## src/rtl/if_id_queue_if.sv

```systemverilog
// Fetch-to-decode queue bus: push side from fetch, pop side to decode,
// plus flush control and status. The queue itself uses the slave modport.
interface if_id_queue_if;
    logic        flush;
    logic        if_valid;
    logic [15:0] if_pc;
    logic [15:0] if_instr;
    logic        if_ready;
    logic        id_ready;
    logic        id_valid;
    logic [15:0] id_pc;
    logic [15:0] id_pc_next;
    logic [15:0] id_instr;
    logic [3:0]  occupancy;
    logic [7:0]  flush_drops;

    modport master (
        output flush, if_valid, if_pc, if_instr, id_ready,
        input  if_ready, id_valid, id_pc, id_pc_next, id_instr, occupancy, flush_drops
    );

    modport slave (
        input  flush, if_valid, if_pc, if_instr, id_ready,
        output if_ready, id_valid, id_pc, id_pc_next, id_instr, occupancy, flush_drops
    );
endinterface

```

## src/rtl/if_id_queue.sv

```systemverilog
// IF/ID instruction queue: small circular FIFO between fetch and decode.
// Handshakes depend only on the registered count (no full pass-through,
// no empty bypass). Flush empties the queue and accumulates a saturating
// count of discarded entries. Reset is synchronous, active-low.
module if_id_queue #(
    parameter int DEPTH = 4          // 2, 4 or 8
) (
    input  logic          clk,
    input  logic          rst,
    if_id_queue_if.slave  bus
);
    localparam int PW = $clog2(DEPTH);

    logic [PW-1:0] r_wr_ptr;
    logic [PW-1:0] r_rd_ptr;
    logic [3:0]    r_count;
    logic [7:0]    r_flush_drops;
    logic          r_run;          // low for reset and the first cycle after release

    logic [15:0]   r_pc_mem    [DEPTH];
    logic [15:0]   r_instr_mem [DEPTH];

    logic          w_active;
    logic          w_if_ready;
    logic          w_id_valid;
    logic          w_push;
    logic          w_pop;
    logic [15:0]   w_head_pc;
    logic [15:0]   w_head_instr;
    logic [8:0]    w_drops_sum;

    assign w_active     = rst & r_run & ~bus.flush;
    assign w_if_ready   = w_active & (r_count < 4'(DEPTH));
    assign w_id_valid   = w_active & (r_count != 4'd0);
    assign w_push       = bus.if_valid & w_if_ready;
    assign w_pop        = w_id_valid & bus.id_ready;
    assign w_head_pc    = r_pc_mem[r_rd_ptr];
    assign w_head_instr = r_instr_mem[r_rd_ptr];
    assign w_drops_sum  = 9'(r_flush_drops) + 9'(r_count);

    assign bus.if_ready    = w_if_ready;
    assign bus.id_valid    = w_id_valid;
    // Head outputs are forced to zero when invalid so stale or X storage never leaks out.
    assign bus.id_pc       = w_id_valid ? w_head_pc           : 16'h0000;
    assign bus.id_instr    = w_id_valid ? w_head_instr        : 16'h0000;
    assign bus.id_pc_next  = w_id_valid ? (w_head_pc + 16'd1) : 16'h0000;
    assign bus.occupancy   = r_count;
    assign bus.flush_drops = r_flush_drops;

    // Run flag: holds the handshakes off for one cycle after reset release.
    always_ff @(posedge clk) begin
        if (!rst) begin
            r_run <= 1'b0;
        end else begin
            r_run <= 1'b1;
        end
    end

    // Pointers and count; flush outranks push/pop, reset outranks everything.
    always_ff @(posedge clk) begin
        if (!rst) begin
            r_wr_ptr <= '0;
            r_rd_ptr <= '0;
            r_count  <= 4'd0;
        end else if (bus.flush) begin
            r_wr_ptr <= '0;
            r_rd_ptr <= '0;
            r_count  <= 4'd0;
        end else begin
            if (w_push) begin
                r_wr_ptr <= r_wr_ptr + 1'b1;
            end
            if (w_pop) begin
                r_rd_ptr <= r_rd_ptr + 1'b1;
            end
            r_count <= r_count + 4'(w_push) - 4'(w_pop);
        end
    end

    // Saturating tally of entries thrown away by flushes.
    always_ff @(posedge clk) begin
        if (!rst) begin
            r_flush_drops <= 8'd0;
        end else if (bus.flush) begin
            r_flush_drops <= w_drops_sum[8] ? 8'hFF : w_drops_sum[7:0];
        end
    end

    // Per-entry storage; written only on an accepted push, never reset.
    generate
        for (genvar gi = 0; gi < DEPTH; gi++) begin : g_entry
            // Capture the fetched PC/instruction when this slot is the write target.
            always_ff @(posedge clk) begin
                if (w_push && (r_wr_ptr == PW'(gi))) begin
                    r_pc_mem[gi]    <= bus.if_pc;
                    r_instr_mem[gi] <= bus.if_instr;
                end
            end
        end
    endgenerate
endmodule

```

## src/flat_wrapper.sv

```systemverilog
// flat-port wrapper written by rule: the top's interface ports become plain ports
module if_id_queue_flat 
#(
    parameter int DEPTH = 4                      
)
  (clk, rst, bus_flush, bus_if_valid, bus_if_pc, bus_if_instr, bus_id_ready, bus_if_ready, bus_id_valid, bus_id_pc, bus_id_pc_next, bus_id_instr, bus_occupancy, bus_flush_drops);
  if_id_queue_if bus_i ();
  input  logic clk;
  input  logic rst;
  input wire logic [$bits(bus_i.flush)-1:0] bus_flush;
  input wire logic [$bits(bus_i.if_valid)-1:0] bus_if_valid;
  input wire logic [$bits(bus_i.if_pc)-1:0] bus_if_pc;
  input wire logic [$bits(bus_i.if_instr)-1:0] bus_if_instr;
  input wire logic [$bits(bus_i.id_ready)-1:0] bus_id_ready;
  output wire logic [$bits(bus_i.if_ready)-1:0] bus_if_ready;
  output wire logic [$bits(bus_i.id_valid)-1:0] bus_id_valid;
  output wire logic [$bits(bus_i.id_pc)-1:0] bus_id_pc;
  output wire logic [$bits(bus_i.id_pc_next)-1:0] bus_id_pc_next;
  output wire logic [$bits(bus_i.id_instr)-1:0] bus_id_instr;
  output wire logic [$bits(bus_i.occupancy)-1:0] bus_occupancy;
  output wire logic [$bits(bus_i.flush_drops)-1:0] bus_flush_drops;
  assign bus_i.flush = bus_flush;
  assign bus_i.if_valid = bus_if_valid;
  assign bus_i.if_pc = bus_if_pc;
  assign bus_i.if_instr = bus_if_instr;
  assign bus_i.id_ready = bus_id_ready;
  assign bus_if_ready = bus_i.if_ready;
  assign bus_id_valid = bus_i.id_valid;
  assign bus_id_pc = bus_i.id_pc;
  assign bus_id_pc_next = bus_i.id_pc_next;
  assign bus_id_instr = bus_i.id_instr;
  assign bus_occupancy = bus_i.occupancy;
  assign bus_flush_drops = bus_i.flush_drops;
  if_id_queue #(.DEPTH(DEPTH)) u_core (.clk(clk), .rst(rst), .bus(bus_i));
endmodule
```

## config.mk

```make
export PLATFORM = sky130hd
export DESIGN_NAME = if_id_queue_flat
export DESIGN_NICKNAME = d
export VERILOG_FILES = /design/src/rtl/if_id_queue_if.sv /design/src/rtl/if_id_queue.sv /design/src/flat_wrapper.sv
export SDC_FILE = /design/constraint.sdc
export NUM_CORES = 1
export LEC_CHECK = 0
export ABC_AREA = 1
export CORE_MARGIN = 4
export CORE_UTILIZATION = 35
export CTS_CLUSTER_SIZE = 24
export DETAILED_ROUTE_END_ITERATION = 6
export PLACE_DENSITY = 0.61
export SYNTH_ARGS = -nofsm -noshare
export SYNTH_HDL_FRONTEND = slang
export SYNTH_SLANG_ARGS = --single-unit
```

## constraint.sdc

```tcl
create_clock -name clk -period 3.2 [get_ports clk]
set_input_delay 0.48 -clock clk [delete_from_list [all_inputs] [get_ports clk]]
set_output_delay 0.48 -clock clk [all_outputs]
set_load 0.05 [all_outputs]
```

Yosys cells after proc, flatten, opt, wreduce, memory -nomap -nowiden:

Memories as Yosys holds them, arrays and structs flattened. A register that Yosys moved wholly into a read port is not among the register bits.
Cells that the tools add are included.

* multiply operators: 0
* $add $sub $neg: 6
* divide/modulo/power cells: 0
* shifts and indexed selects: 0
* magnitude comparators: 1
* equal/unequal tests: 3
* reductions and logical operators: 13
* bitwise operators: 8
* mux-type cells: 35

Operators with widths (count)
* $mux 16: 9
* $reduce_or 16->1: 6
* $mux 2: 10
* $add 16x1->16 const B: 1
* $mux 1: 15
* $add 8x4->9: 1
* $mux 8: 1
* $and 1x1->1: 6
* $add 2x1->2 const B: 2
* $add 4x1->4: 1
* $eq 2x2->1 const B: 2
* $logic_and 1x1->1: 4
* $lt 4x3->1 const B: 1
* $reduce_bool 4->1: 1
* $sub 4x1->4: 1
* $eq 2x1->1 const B: 1
* $logic_not 2->1: 1
* $not 1->1: 2
* $reduce_or 2->1: 1

* register bits after elaboration: 17
* bits in writable memories: 128
* output and inout bits: 62
* memory bits (read-only): 0
* input bits: 37
* memories kept: 2
* bits in latches: 0

Memory list
* u_core.r_instr_mem: depth 4, bits a word 16, rd ports 1, clocked after Yosys merged registers in 1, write ports 1, line if_id_queue.sv:21 `logic [15:0] r_instr_mem [DEPTH];`
* u_core.r_pc_mem: depth 4, bits a word 16, rd ports 1, clocked after Yosys merged registers in 1, write ports 1, line if_id_queue.sv:20 `logic [15:0] r_pc_mem [DEPTH];`

Longest topological paths before layout:

* depth after elaboration: 11
* gate-level depth with buffers: 14

Worst setup path after synthesis:

OpenSTA, ideal clock, no wires.

* path type: input -> register
* from: input port bus_flush
* to: memory u_core.r_instr_mem[0][0], enable pin
* cell stages on the path: 6
* arrival: 3.298 ns
* path slack: -0.520 ns
* library setup time: 0.421 ns
* cells stage by stage: buf_2 -> inv_2 -> nand2_2 -> nor3b_2 -> nand2_1 -> nor2_1

* cells in the longest elaborated chain, start to end: 11

Ends and longest elaborated chain
* start, declared: line flat_wrapper.sv:10 `input wire logic [$bits(bus_i.flush)-1:0] bus_flush;`
* $not 1->1 (*): line if_id_queue.sv:32 `assign w_active = rst & r_run & ~bus.flush;`
* $and 1x1->1 (*): line if_id_queue.sv:32
* $and 1x1->1 (*): line if_id_queue.sv:33 `assign w_if_ready = w_active & (r_count < 4'(DEPTH));`
* net bus_if_ready: line flat_wrapper.sv:15 `output wire logic [$bits(bus_i.if_ready)-1:0] bus_if_ready;`
* $and 1x1->1 (*): line if_id_queue.sv:35 `assign w_push = bus.if_valid & w_if_ready;`
* $logic_and 1x1->1: line if_id_queue.sv:94 `if (w_push && (r_wr_ptr == PW'(gi))) begin`
* $mux 1: line if_id_queue.sv:94
* $mux 1 (not written as such): line if_id_queue.sv:96 `r_instr_mem[gi] <= bus.if_instr;`
* $reduce_or 16->1 (no source line)
* $mux 2 (no source line) or $mux 1 (tied branches) (3 in series)
* end, declared: line if_id_queue.sv:21

The timed path passes the listed nets; every way through them passes the cells marked *.

==> reports/results.ini <==
[floorplanning]
die_w_um = 147
rows = 50
core-area_sq_mm = 0.0189
fp.dieArea_sq_mm = 0.0217
initial_core_util_pct = 36.0
fp.dieH_um = 147
io_pins = 99

[timing]
finalCritPeriodShare_pct = 94.1
timing.setup.tns_ns = 0
max_freq_ghz = 0.332
setup_viol = 0
finClkSkew_ns = 0.00785
worst_pin_slew_ns = 0.511
slew_viol_final = 0
timing.final.ws_setup_ns = 0.189
fin_crit_ns = 3.01
finalHoldViolations = 0
slew_headroom_pct = 65.8
holdWs_ns = 0.492

[placement]
dp_hpwl_um = 10200
gp_congestion = 0.868
post_dp_cell_area_sq_mm = 0.00862
dpl_worst_slack_ns = 0.247
port-buffer-count = 98

[clock_network]
clkTransAtPathRegs_ns = 0.06
ctsHoldBuffers = 0
clockRootBuffer = clkbuf_16
cts.htree.levels = 4
clk-insertion-delay-late_ns = 0.42
numCtsBuffers = 17
cts_tree = yes
clk_path_buf_depth = 2
clock_sinks = 147

[drt]
drt_iter0_drc = 257
num_vias = 4896
ant_nets = 0
viasPerCell = 4.63
drt-pass1-iter-count = 5
wirelength_um = 15400
wl_per_cell_um = 14.5
drc = 0

[setup_path]
cp_num_buf_inv = 3
critPathCaptureType = primary output
critPathSlowestCell = dfxtp_2
path_delay_family = simple AND/OR/NAND/NOR gates
crit_required_ns = 2.72
worst-setup-path-type = reg -> out
path_cells = buf_4 -> nand2_1 -> nand3_2 -> nand2_2 -> ha_2 -> inv_1 -> nor2_2 -> nand2_1 -> nor2_2 -> a21oi_1 -> nor2_1 -> buf_12
r2r_slack_ns = 0.93
critPathLaunchType = flip-flop
worst_path_largest_cell_delay_ns = 0.34
crit_arrival_ns = 2.53
cp_max_fo = 17

[yosys]
synth-xor-area-share_pct = 0.515
yosys_warnings = 0
synth_compound_area_share_pct = 6.68
synth_top_family_by_area = simple AND/OR/NAND/NOR gates
yosys.area.top_type_share_pct = 56.5
seq_area_frac_synth_pct = 62.1
yosysUniqueCellTypes = 34
syn_area_per_cell_sq_um = 10.0
synthCells = 680
synthAdderAreaFrac_pct = 3.17
yosysTopAreaCell = edfxtp_1
synth_area_leaders = edfxtp_1 (57%), nand2_1 (8.2%), nor2_1 (6.7%)
synth_common_cells = nand2_1 (148), edfxtp_1 (128), nor2_1 (122)
postSynth.asyncResetShare_pct = 0
synth.most_common_cell = nand2_1
synth_edf_count = 128
syn_nets = 733
synthFlopType = edfxtp_1
muxShareOfSynthArea_pct = 0
synth_seq_cells = 147
yosys.area_share.simple_pct = 21.9
syn-cell-area_sq_mm = 0.00680

[grt]
grt_pass1_vias = 4653
grt_pass1_wl_um = 24000
grt_max_degree = 38
grt.total_usage_pct = 14.1
antenna_found_initial = 2
gr-total-overflow = 0

[pwr]
cellPowerDensity_mw_per_mm2 = 447
p_leak_nw = 3.46
worst_ir_drop_vdd_mv = 0.299

[job]
max_cap_violations = 0

[cells_and_area]
n_fill_cell = 1724
drive_gt1_share_pct = 17.3
multi_input_area_sq_mm = 0.00224
area_growth_pct = 35.8
register_area_sq_mm = 0.00423
diodes = 0
fin_nets = 838
final_core_utilization_pct = 48.9
stdcell_area_sq_mm = 0.00923

[hold_path]
min_path_type = reg -> reg

[run_status]
status = complete, no violations

-- repair_timing --
action	4_1_cts	5_1_grt
setup endpoints to repair	0	11
gates resized for setup	0	13
buffers inserted	0	0
-- layout by cell type (no fill, tap or decap), types with 3 or more instances in the layout --
cell,instances
o21a_1,3
nor2_2,7
clkbuf_16,17
o21ai_0,38
buf_4,8
clkdlybuf4s50_1,49
nor2_1,118
nand3_1,43
ha_1,13
nand2_1,148
inv_6,4
o21ai_1,3
a21oi_1,35
inv_2,3
inv_8,3
dfxtp_1,17
clkinvlp_4,4
a31oi_1,3
nor2_4,8
inv_1,46
nor3_1,3
nand2_2,11
edfxtp_1,128
nand3_2,3
buf_12,54
-- logic make-up (layout without fill, tap and decap cells) --
| kind of cell | count (synthesis) | after routing |
|---|---|---|
| AOI/OAI and AO/OA | 87 | 87 |
| buffers and inverters | 79 | 196 |
| adders and majority gates | 16 | 16 |
| xor gates and xnor gates | 4 | 4 |
| and+or+nand+nor | 347 | 347 |
| DFF | 147 | 147 |
-- worst reg2reg max path, cell delays in order (launching register included) --
cell      delay (ns)
dfxtp_1         0.37
inv_1           0.08
ha_1            0.22
nand3_1         0.08
nand2_1         0.07
nor2_1          0.20
ha_1            0.24
inv_1           0.06
ha_1            0.26
nand2_1         0.06
nor2_1          0.04
a211oi_1        0.25
nand2_1         0.07
nor3b_1         0.14
-- path summary, 6_finish.rpt --
kind                      startpoint                      end  cells past startpoint
max                        flip-flop       bus_id_pc_next[12]                     12
min               u_core.r_rd_ptr[1]       u_core.r_rd_ptr[1]                      1
max reg2reg  u_core.bus.occupancy[2]  u_core.bus.occupancy[3]                     13
min reg2reg       u_core.r_rd_ptr[1]       u_core.r_rd_ptr[1]                      1
-- layout make-up --
class	instances	area share (%)
Sequential cell	147	45.8
Clock buffer	17	4.61
Tap cell	260	3.52
Multi-Input combinational cell	454	24.2
Clock inverter	14	1.59
Inverter	51	2.13
Timing Repair Buffer	114	18.1
-- sequential cells by signal (all words and copies together), names as in the netlist, named ones only --
register,cells
u_core.bus.flush_drops,8
u_core.bus.occupancy,4
u_core.r_instr_mem,64
u_core.r_pc_mem,64
u_core.r_rd_ptr,2
u_core.r_run,1
u_core.r_wr_ptr,2
-- per-layer routing --
layer	track usage [%]	share of wire [%]	up-vias
met2	23.5	48	138
li1	-	-	2483
met1	17.6	44	2249
met5	0	0.14	-
met3	3.62	5.5	22
met4	5.36	1.3	4
-- per-stage QoR --
stage	power, mW	cells
global route	4.27	1057
detailed placement	2.29	1026
global placement	2.28	1026
finish	4.13	1057
CTS	4.16	1057
floorplan	2.20	680
-- power by group --
| group | internal (mW) | switching [mW] |
|---|---|---|
| sequential | 2.09 | 0.00395 |
| clock | 1.09 | 0.794 |
| combinational | 0.0674 | 0.0801 |
(Power assumes the default switching activity.)
